==> config.mk <==
export PLATFORM = sky130hd
export DESIGN_NAME = multi_axis_step_generator_flat
export DESIGN_NICKNAME = d
export VERILOG_FILES = /design/src/rtl/multi_axis_step_generator_if.sv /design/src/rtl/multi_axis_step_generator.sv /design/src/flat_wrapper.sv
export SDC_FILE = /design/constraint.sdc
export NUM_CORES = 1
export LEC_CHECK = 0
export CORE_MARGIN = 2
export CORE_UTILIZATION = 49
export CTS_BUF_LIST = sky130_fd_sc_hd__clkbuf_4 sky130_fd_sc_hd__clkbuf_8
export DETAILED_ROUTE_END_ITERATION = 6
export DONT_BUFFER_PORTS = 1
export SLEW_MARGIN = 10
export SYNTH_ARGS = -nofsm -noshare
export SYNTH_HDL_FRONTEND = slang
export SYNTH_SLANG_ARGS = --single-unit
==> constraint.sdc <==
create_clock -name clk -period 7.39 [get_ports clk]
set_input_delay 1.8475 -clock clk [delete_from_list [all_inputs] [get_ports clk]]
set_output_delay 1.8475 -clock clk [all_outputs]
set_load 0.1 [all_outputs]
==> src/rtl/multi_axis_step_generator_if.sv <==
// Segment-word handshake between a motion planner and the step generator.
// The planner holds data_available and data steady until data_request pulses; that pulse means the word was taken.
interface multi_axis_step_generator_if #(
    parameter int SegmentBits = 83
);
    logic                   data_available;
    logic                   data_request;
    logic [SegmentBits-1:0] data;

    modport master (output data_available, output data, input data_request);
    modport slave  (input data_available, input data, output data_request);
endinterface

==> src/rtl/multi_axis_step_generator.sv <==
// Multi-axis stepper pulse generator: consumes one segment word at a time and spreads each
// axis count evenly over the segment ticks using a per-axis Bresenham accumulator.
module multi_axis_step_generator #(
    parameter int Axes        = 3,
    parameter int CountBits   = 16,
    parameter int PeriodBits  = 16,
    parameter int PulseCycles = 2
) (
    input  logic                        clk,
    input  logic                        rst_n,
    multi_axis_step_generator_if.slave  seg_if,
    output logic [Axes-1:0]             step_out,
    output logic [Axes-1:0]             dir_out,
    output logic                        busy,
    output logic                        underrun,
    output logic                        count_error,
    output logic [1:0]                  state_dbg
);
    localparam int SegmentBits = PeriodBits + CountBits + Axes + Axes * CountBits;
    localparam int PulseBits   = $clog2(PulseCycles + 1);
    localparam logic [PeriodBits-1:0] MinPeriod = PeriodBits'(2 * PulseCycles);

    typedef enum logic [1:0] {IDLE = 2'd0, LOAD = 2'd1, RUN = 2'd2} state_t;
    state_t state, state_nx;

    logic [SegmentBits-1:0] seg_q;
    logic                   data_request_q;
    logic [CountBits-1:0]   acc [Axes];
    logic [CountBits-1:0]   acc_nx [Axes];
    logic [CountBits-1:0]   tick_cnt;
    logic [PeriodBits-1:0]  period_cnt;
    logic [PulseBits-1:0]   pulse_cnt;
    logic [Axes-1:0]        step_mask;
    logic [Axes-1:0]        step_nx;
    logic [Axes-1:0]        over;

    logic [PeriodBits-1:0]  seg_period;
    logic [CountBits-1:0]   seg_ticks;
    logic [Axes-1:0]        seg_dir;
    logic [PeriodBits-1:0]  eff_period;
    logic                   tick;
    logic                   run_done;

    assign seg_period = seg_q[PeriodBits-1:0];
    assign seg_ticks  = seg_q[PeriodBits +: CountBits];
    assign seg_dir    = seg_q[PeriodBits+CountBits +: Axes];
    // Pulses must fit inside a tick, so very short periods are stretched.
    assign eff_period = (seg_period < MinPeriod) ? MinPeriod : seg_period;

    for (genvar i = 0; i < Axes; i++) begin : g_axis
        logic [CountBits-1:0] count_raw;
        logic [CountBits-1:0] count_clip;
        logic [CountBits:0]   sum;
        assign count_raw  = seg_q[PeriodBits+CountBits+Axes+i*CountBits +: CountBits];
        assign over[i]    = count_raw > seg_ticks;
        assign count_clip = over[i] ? seg_ticks : count_raw;
        assign sum        = {1'b0, acc[i]} + {1'b0, count_clip};
        assign step_nx[i] = sum >= {1'b0, seg_ticks};
        assign acc_nx[i]  = step_nx[i] ? CountBits'(sum - {1'b0, seg_ticks}) : sum[CountBits-1:0];
    end

    assign tick     = (state == RUN) && (tick_cnt != '0) && (period_cnt == PeriodBits'(1));
    assign run_done = (state == RUN) && (tick_cnt == '0) && (pulse_cnt <= PulseBits'(1));

    always_ff @(posedge clk or negedge rst_n) begin
        if (!rst_n) state <= IDLE;
        else        state <= state_nx;
    end

    always_comb begin
        state_nx = state;
        underrun = 1'b0;
        case (state)
            IDLE: if (seg_if.data_available) state_nx = LOAD;
            LOAD: state_nx = (seg_ticks == '0) ? IDLE : RUN;
            RUN: begin
                if (run_done) begin
                    state_nx = IDLE;
                    underrun = !seg_if.data_available;
                end
            end
            default: state_nx = IDLE;
        endcase
    end

    always_ff @(posedge clk or negedge rst_n) begin
        if (!rst_n) begin
            seg_q          <= '0;
            data_request_q <= 1'b0;
            dir_out        <= '0;
            count_error    <= 1'b0;
            tick_cnt       <= '0;
            period_cnt     <= '0;
            pulse_cnt      <= '0;
            step_mask      <= '0;
            for (int i = 0; i < Axes; i++) acc[i] <= '0;
        end else begin
            data_request_q <= 1'b0;
            if (state == IDLE && seg_if.data_available) begin
                seg_q          <= seg_if.data;
                data_request_q <= 1'b1;
            end
            if (state == LOAD) begin
                if (|over) count_error <= 1'b1;
                if (seg_ticks != '0) begin
                    dir_out    <= seg_dir;
                    tick_cnt   <= seg_ticks;
                    period_cnt <= eff_period;
                    for (int i = 0; i < Axes; i++) acc[i] <= seg_ticks >> 1;
                end
            end
            if (tick) begin
                period_cnt <= eff_period;
                tick_cnt   <= tick_cnt - 1'b1;
                pulse_cnt  <= PulseBits'(PulseCycles);
                step_mask  <= step_nx;
                for (int i = 0; i < Axes; i++) acc[i] <= acc_nx[i];
            end else begin
                if (state == RUN && period_cnt != '0) period_cnt <= period_cnt - 1'b1;
                if (pulse_cnt != '0) pulse_cnt <= pulse_cnt - 1'b1;
            end
        end
    end

    assign seg_if.data_request = data_request_q;
    assign step_out  = (pulse_cnt != '0) ? step_mask : '0;
    assign busy      = (state == LOAD) || (state == RUN);
    assign state_dbg = state;
endmodule
==> src/flat_wrapper.sv <==
// flat-port wrapper written by rule: the top's interface ports become plain ports
module multi_axis_step_generator_flat 
#(
    parameter int Axes        = 3,
    parameter int CountBits   = 16,
    parameter int PeriodBits  = 16,
    parameter int PulseCycles = 2
)
  (clk, rst_n, step_out, dir_out, busy, underrun, count_error, state_dbg, seg_if_data_available, seg_if_data, seg_if_data_request);
  multi_axis_step_generator_if seg_if_i ();
  input  logic clk;
  input  logic rst_n;
  output logic [Axes-1:0] step_out;
  output logic [Axes-1:0] dir_out;
  output logic busy;
  output logic underrun;
  output logic count_error;
  output logic [1:0] state_dbg;
  input wire logic [$bits(seg_if_i.data_available)-1:0] seg_if_data_available;
  input wire logic [$bits(seg_if_i.data)-1:0] seg_if_data;
  output wire logic [$bits(seg_if_i.data_request)-1:0] seg_if_data_request;
  assign seg_if_i.data_available = seg_if_data_available;
  assign seg_if_i.data = seg_if_data;
  assign seg_if_data_request = seg_if_i.data_request;
  multi_axis_step_generator #(.Axes(Axes), .CountBits(CountBits), .PeriodBits(PeriodBits), .PulseCycles(PulseCycles)) u_core (.clk(clk), .rst_n(rst_n), .seg_if(seg_if_i), .step_out(step_out), .dir_out(dir_out), .busy(busy), .underrun(underrun), .count_error(count_error), .state_dbg(state_dbg));
endmodule
Yosys cells after proc, flatten, opt, wreduce, memory -nomap -nowiden
Index checks and enable logic that the tools add are counted.
W data, S select, Z words.

cells by class
  $add $sub $neg = 9
  magnitude comparators = 8
  eq/ne operators = 5
  muxes and demuxes = 27
  reduce and logical (&&, ||, !) cells = 26

operators with widths
  operator                 count
  $mux W16                 14
  $mux W48                 3
  $add A16 B16 Y17         3
  $ge A17 B16 Y1           3
  $gt A16 B16 Y1           3
  $reduce_bool A16 Y1      3
  $sub A16 B16 Y16         3
  $logic_not A16 Y1        2
  $sub A16 B1 Y16 const B  2
  $eq A16 B1 Y1 const B    1
  $lt A16 B3 Y1 const B    1
  $mux W2                  5
  $reduce_and A2 Y1        5
  $reduce_bool A2 Y1       4
  $logic_and A1 B1 Y1      6
  $pmux W2 S3              1
  $reduce_bool A3 Y1       2
  $mux W1                  3
  $mux W3                  1
  $reduce_or A3 Y1         1
  $eq A2 B1 Y1 const B     1
  $eq A2 B2 Y1 const B     1
  $le A2 B1 Y1 const B     1
  $logic_not A2 Y1         1
  other kinds (5)          5

word-level totals
  register bits after elaboration = 175
  bits of input ports = 86
  output and inout bits = 12
  logic and storage cells = 87

Depth between registers and ports, before layout
Gate-level depths: netlist of run 1.

  depth after elaboration = 6
  gate-level depth with buffers = 34
  gate-level depth less buffers = 31

Worst setup path before layout of run 1
No wires, ideal clock.

  path type = register -> register
  start = register u_core.seg_q[17]
  end = register u_core.acc[16] (netlist bit)
  setup time = 0.083 ns
  data arrival time = 6.507 ns
  slack = 0.801 ns
  stages on the path, launching flop included = 30
  buffers on the path = 1
  period minus slack after synthesis = 6.589 ns
  path through = dfrtp_1 inv_1 ha_1 nand3_1 o22ai_1 o21a_1 o21ai_0 a21oi_1 a21oi_1 a31oi_1 mux2_2 ha_1 a211oi_1 o21bai_1 o311a_1 o41ai_1 o21ai_0 a31oi_1 xnor2_1 ha_1 and4_1 nand3_1 nor4_1 a2111o_1 a41oi_1 nor4b_4 buf_2 mux2i_1 nand2_1 o21ai_0

between the ends
  longest elaborated chain between the ends = 6
  elaborated cells on any way between the ends = 12
  classes of those cells = 2 x add/sub; 2 x order compare; 5 x mux; 3 x reduce/logical

ends and longest elaborated chain
  item                                                       line                                                              source
  start, declared                                            multi_axis_step_generator.sv:26                                   logic [SegmentBits-1:0] seg_q;
  start signal, assigned                                     multi_axis_step_generator.sv:100                                  seg_q <= seg_if.data;
  $gt A16 B16 Y1                                             multi_axis_step_generator.sv:55                                   assign over[i] = count_raw > seg_ticks;
  $mux W16                                                   multi_axis_step_generator.sv:56                                   assign count_clip = over[i] ? seg_ticks : count_raw;
  $add A16 B16 Y17                                           multi_axis_step_generator.sv:57                                   assign sum = {1'b0, acc[i]} + {1'b0, count_clip};
  $sub A16 B16 Y16 / $ge A17 B16 Y1 (equally long branches)  multi_axis_step_generator.sv:59, multi_axis_step_generator.sv:58
  $mux W16                                                   multi_axis_step_generator.sv:59                                   assign acc_nx[i] = step_nx[i] ? CountBits'(sum - {1'b0, seg_ticks}) : sum[CountBits-1:0];
  $mux W48                                                   multi_axis_step_generator.sv:112                                  if (tick) begin
  end, declared                                              multi_axis_step_generator.sv:28                                   logic [CountBits-1:0] acc [Axes];

Parallel ways exist; a longest one is shown, timed or not. The select of a mux whose other input is x is not followed.
A chain may end at the register's enable or synchronous reset.

Final worst setup path of run 1
  start = register u_core.seg_q[26]
  end = register u_core.acc[14] (netlist bit)

Same word-level chain as after synthesis.

==> reports/metrics.csv, run 1 <==
metric,value,unit
Post-Synth Simple-Gate Area,16.02,%
run status,"complete, no violations",
yosys warns,0,
Slew @ Worst Pin,1.140,ns
full die area,29850,µm²
DR vias/cell,6.147,
Placer Congestion,0.9248,
total track usage,29.67,%
critical path launch point type,register,
Pins Over Slew Limit,0,
Mapped Avg Cell Area,9.045,µm²
Tmin final,6.893,ns
critical path class,register to register,
vias,12000,
Post-Route WL,44.26,mm
synthesized area,13960,µm²
H-tree depth,4,
Crit path largest cell delay,0.57,ns
fill count,2600,
Synth Area in XOR/XNOR,4.958,%
Reg area,4379,µm²
CTS tree,done,
Chip Width,172.8,µm
CP most frequent cell,nor2_1,
fmax,145.1,MHz
Yosys top cell by area,dfrtp_1,
syn_nets,1790,
top cell type's share of synthesized area,31.38,%
Core Rows,61,
vias in the first global route,11380,
Yosys cell types,79,
Worst Path Required,7.79,ns
global-route wire length before repair,67.70,mm
first-pass iteration count of the detailed router,5,
post-route ant nets,0,
maxcap violations,0,
"Setup violations, final",0,
number of I/O port buffers,0,
DRC viols,0,
combinational family with the most area after synthesis,compound AO/OA/AOI/OAI gates,
Synth Area in Adders,14.76,%
initial antenna violation count,2,
"flops & latches, synth",175,
first-iteration detailed-routing DRC count,971,
Post-synth top cells,"dfrtp_1, ha_1, a21oi_1",
grt ovf,0,
RSZ-0062 raised after global routing,no,
critical path arrival,7.29,ns
Post-synth EDFFs,0,
most area-consuming cells after synthesis,"dfrtp_1, ha_1, mux2_2",
Syn Inst Count,1543,
Hold WC Path Type,register to register,
Worst Skew,0.01564,ns
most common cell in the synthesized netlist,dfrtp_1,
clk sinks,175,
initial core utilization,49.96,%
"CTS clk-pin slew, worst paths",0.10,ns
Core Area,27930,µm²
Area Growth Syn to Fin,8.374,%
crit-path max FO,9,
number of diodes,0,
mux cell area share after synthesis,11.20,%
"Seq/Total Area, Yosys",31.38,%
area occupied by multi-input gates,9183,µm²
Routed wire per std cell,22.67,µm
CP max-delay cell,dfrtp_1,
Final TNS setup,0,ns
CTS max path bufs,2,
clk_lat worst skew,0.52,ns
CTS Buf Count,17,
clock tree root buffer cell,clkbuf_8,
"Async S/R FF share, synth",100.0,%
layout cells sized above 1,14.68,%
nets,1808,
Synth Area in Compound Gates,18.31,%
Fin. Hold Viols,0,
slew margin rel.,23.73,%
Die Y,172.8,µm
Main synth FF type,dfrtp_1,
CP Capture Type,register,
HPWL after DPL,32.06,mm
fin crit share,93.28,%
I/O pin cnt,98,
largest net degree at the start of global routing,176,
[through the flow]
| stage | worst slack (ns) | hold WS [ns] | cells | cell area, µm² | util (%) |
|---|---|---|---|---|---|
| 2_1_floorplan | 0.8008 | 0.4301 | 1543 | 13960 | - |
| 3_3_place_gp | 0.3592 | 0.4422 | 1915 | 14610 | 52.31 |
| 3_5_place_dp | 0.3769 | 0.4549 | 1915 | 14610 | 52.31 |
| 4_1_cts | 0.3340 | 0.4771 | 1947 | 15060 | 53.90 |
| 5_1_grt | 0.01163 | 0.5065 | 1952 | 15120 | 54.14 |
| 6_report | 0.4966 | 0.4735 | 1952 | 15120 | 54.14 |
[cell type report]
cell class	count	area share (%)
multi-input combinational	1253	60.71
sequential	175	28.95
tap	378	3.127
timing repair buffer	48	2.581
clock buffer	20	1.820
inverter	66	1.688
clock inverter	12	1.117
[sequential cells by signal (all words and copies together) (netlist names)]
| name | count |
|---|---|
| u_core.step_mask | 3 |
| u_core.tick_cnt | 16 |
| u_core.seg_q | 83 |
| u_core.dir_out | 3 |
| u_core.state_dbg | 2 |
| u_core.seg_if.data_request | 1 |
| u_core.pulse_cnt | 2 |
| u_core.count_error | 1 |
| u_core.period_cnt | 16 |
| u_core.acc | 48 |
[cells in the final DEF (no fill, tap or decap), types with 14 or more instances in the layout]
| cell type | n |
|---|---|
| dfrtp_1 | 175 |
| ha_1 | 155 |
| a21oi_1 | 148 |
| nand2_1 | 139 |
| mux2_2 | 113 |
| nor2_1 | 106 |
| o21ai_0 | 87 |
| inv_1 | 64 |
| xnor2_1 | 55 |
| buf_4 | 46 |
| a21o_1 | 42 |
| and3_1 | 36 |
| nand3_1 | 30 |
| nor3_1 | 30 |
| mux2i_1 | 29 |
| xor2_1 | 24 |
| nand4_1 | 21 |
| clkbuf_8 | 20 |
| a211oi_1 | 15 |
| nor2b_1 | 14 |
| nor4_1 | 14 |
[final timing paths]
| path | startpoint | to | slack [ns] | depth (start not counted) |
|---|---|---|---|---|
| setup / recovery | u_core.seg_q[26] | u_core.acc[14] | 0.50 | 29 |
| hold reg to reg | u_core.tick_cnt[13] | u_core.tick_cnt[13] | 0.47 | 2 |
| min in group asynchronous | rst_n | u_core.acc[2] | 1.01 | 0 |
| max in group asynchronous | rst_n | u_core.acc[24] | 6.13 | 0 |
| hold / removal | u_core.tick_cnt[13] | u_core.tick_cnt[13] | 0.47 | 2 |
| setup reg to reg | u_core.seg_q[26] | u_core.acc[14] | 0.50 | 29 |
[routing by layer]
metal	vias up	global-route usage, %	share of wire [%]
met1	5838	42.16	46
met4	0	9.993	2.9
met2	416	46.08	44
li1	5667	-	-
met3	78	4.749	6.7
met5	-	0	0
[critical path: cells and delay by family (launching register included)]
kind                     cells  cell delay [ns]
AO/OA/AOI/OAI               12             2.80
adder cells (fa/ha/maj)      4             1.29
AND/OR/NAND/NOR              8             0.97
buffers and inverters        3             0.58
flip-flops                   1             0.57
multiplexers                 1             0.32
XOR/XNOR                     1             0.24
[cells by family (layout without fill, tap and decap cells)]
group | count (synthesis) | count (layout)
flip-flops | 175 | 175
XOR/XNOR | 79 | 79
adder cells (fa/ha/maj) | 161 | 161
AO/OA/AOI/OAI | 412 | 412
AND/OR/NAND/NOR | 459 | 459
multiplexers | 142 | 142
buffers and inverters | 115 | 146
[repair_timing]
| action | in CTS | in global routing |
|---|---|---|
| setup endpoints to repair | 0 | 34 |
| hold buffers | 0 | 0 |
| buffers inserted | 0 | 5 |
| gates resized for setup | 0 | 7 |
Power of run 1 is not shown: default switching activity piles up to over one toggle a cycle in this logic, so the estimate is an artifact.
==> run 2: changes to the inputs <==
Settings changed: CORE_UTILIZATION 49 to 67, PLACE_DENSITY set to 0.83.
==> reports/metrics.csv, run 2 (synthesis results as in run 1) <==
metric,value,unit
DRC viols,0,
Routed wire per std cell,22.40,µm
# hold bufs at CTS,0,
post-CTS setup buffer count,0,
fill count,1488,
initial antenna violation count,1,
area occupied by multi-input gates,9180,µm²
global-route wire length before repair,65.06,mm
HPWL after DPL,30.65,mm
CP max-delay cell,dfrtp_1,
fin crit share,95.99,%
nets,1826,
clk_lat worst skew,0.50,ns
Slew @ Worst Pin,1.121,ns
Pins Over Slew Limit,0,
clk sinks,175,
Min Hold Slack,0.4806,ns
first-iteration detailed-routing DRC count,1207,
Tmin final,7.094,ns
vias in the first global route,12190,
DR vias/cell,6.746,
critical path class,register to register,
number of I/O port buffers,0,
"commonest non-fill, non-tap cell in the layout",dfrtp_1,
number of flip-flops in the largest register,83,
first-pass iteration count of the detailed router,6,
Largest Register,u_core.seg_q,
Largest regs,"u_core.seg_q: 83 flops, u_core.acc: 48 flops",
critical path launch point type,register,
fmax,141.0,MHz
CTS max path bufs,2,
CTS tree,done,
grt ovf,0,
Hold WC Path Type,register to register,
post-route ant nets,0,
CTS Buf Count,17,
CP Capture Type,register,
vias,12580,
Inst Count DP,1830,
Area Growth Syn to Fin,7.988,%
I/O pin cnt,98,
most frequent cells in the layout,"dfrtp_1, ha_1, a21oi_1",
clock tree root buffer cell,clkbuf_8,
total track usage,38.23,%
Core Rows,52,
Chip Width,148.3,µm
layout cells sized above 1,15.52,%
post-route insts no fill,1865,
crit-path max FO,18,
Core Area,20360,µm²
full die area,22000,µm²
critical path arrival,7.48,ns
"CTS clk-pin slew, worst paths",0.10,ns
largest net degree at the start of global routing,176,
Worst Path Required,7.77,ns
maxcap violations,0,
slew margin rel.,25.26,%
H-tree depth,4,
Post-Route WL,41.77,mm
Die Y,148.3,µm
Reg area,4379,µm²
Placer Congestion,0.9858,
Worst Skew,0.02333,ns
initial core utilization,68.53,%
Fin. Hold Viols,0,
Crit path largest cell delay,0.54,ns
"Setup violations, final",0,
run status,"complete, no violations",
run 2: cell type report:
type | count | share of cell area (%)
Clock inverter | 15 | 0.9714
Timing Repair Buffer | 66 | 3.570
Multi-Input combinational cell | 1253 | 60.91
Clock buffer | 17 | 1.553
Sequential cell | 175 | 29.06
Tap cell | 270 | 2.242
Inverter | 66 | 1.644
Antenna cell | 3 | 0.04981
run 2: through the flow:
step / setup slack [ns] / TNS (ns) / area [µm²] / utilization (%)
3_5_place_dp: 0.1017 / 0 / 14660 / 72.00
4_1_cts: 0.07835 / 0 / 15050 / 73.91
6_report: 0.2961 / 0 / 15070 / 74.00
5_1_grt: -0.05498 / -0.05498 / 15060 / 73.97
2_1_floorplan: 0.8008 / 0 / 13960 / -
3_3_place_gp: 0.2461 / 0 / 14660 / 72.00
run 2: final timing paths:
| kind | start | end | slack (ns) | cells past startpoint |
|---|---|---|---|---|
| worst max-delay path | u_core.seg_q[24] | u_core.acc[14] | 0.30 | 31 |
| worst min-delay path | u_core.seg_q[33] | u_core.dir_out[1] | 0.48 | 2 |
| worst max register to register | u_core.seg_q[24] | u_core.acc[14] | 0.30 | 31 |
| worst min register to register | u_core.seg_q[33] | u_core.dir_out[1] | 0.48 | 2 |
| max in group asynchronous | rst_n | u_core.acc[24] | 6.13 | 0 |
| min in group asynchronous | rst_n | u_core.seg_q[67] | 1.03 | 0 |
run 2: routing by layer:
metal  share of wire (%)  up-vias  track usage, %
li1                    -     5719               -
met2                  44      715           60.09
met1                  40     5985           49.82
met5                   0        -               0
met3                  10      163           8.497
met4                 5.3        0           19.67
run 2: timing repair:
| action | CTS | global route |
|---|---|---|
| gates cloned | 0 | 0 |
| pin swaps | 0 | 1 |
| endpoints found under the setup margin | 1 | 29 |
| resized for setup | 1 | 5 |
| endpoints found under the hold margin | 0 | 0 |
run 2: critical path, delay by kind of cell, from the launching register on:
kind            cells  cell delay, ns
compound gates     15            3.32
xor+xnor            1            0.22
fa+ha+maj           4            1.14
buf+inv             4            0.61
flops               1            0.54
mux                 1            0.34
simple gates        6            0.81
Power of run 2 is left out for the same reason.
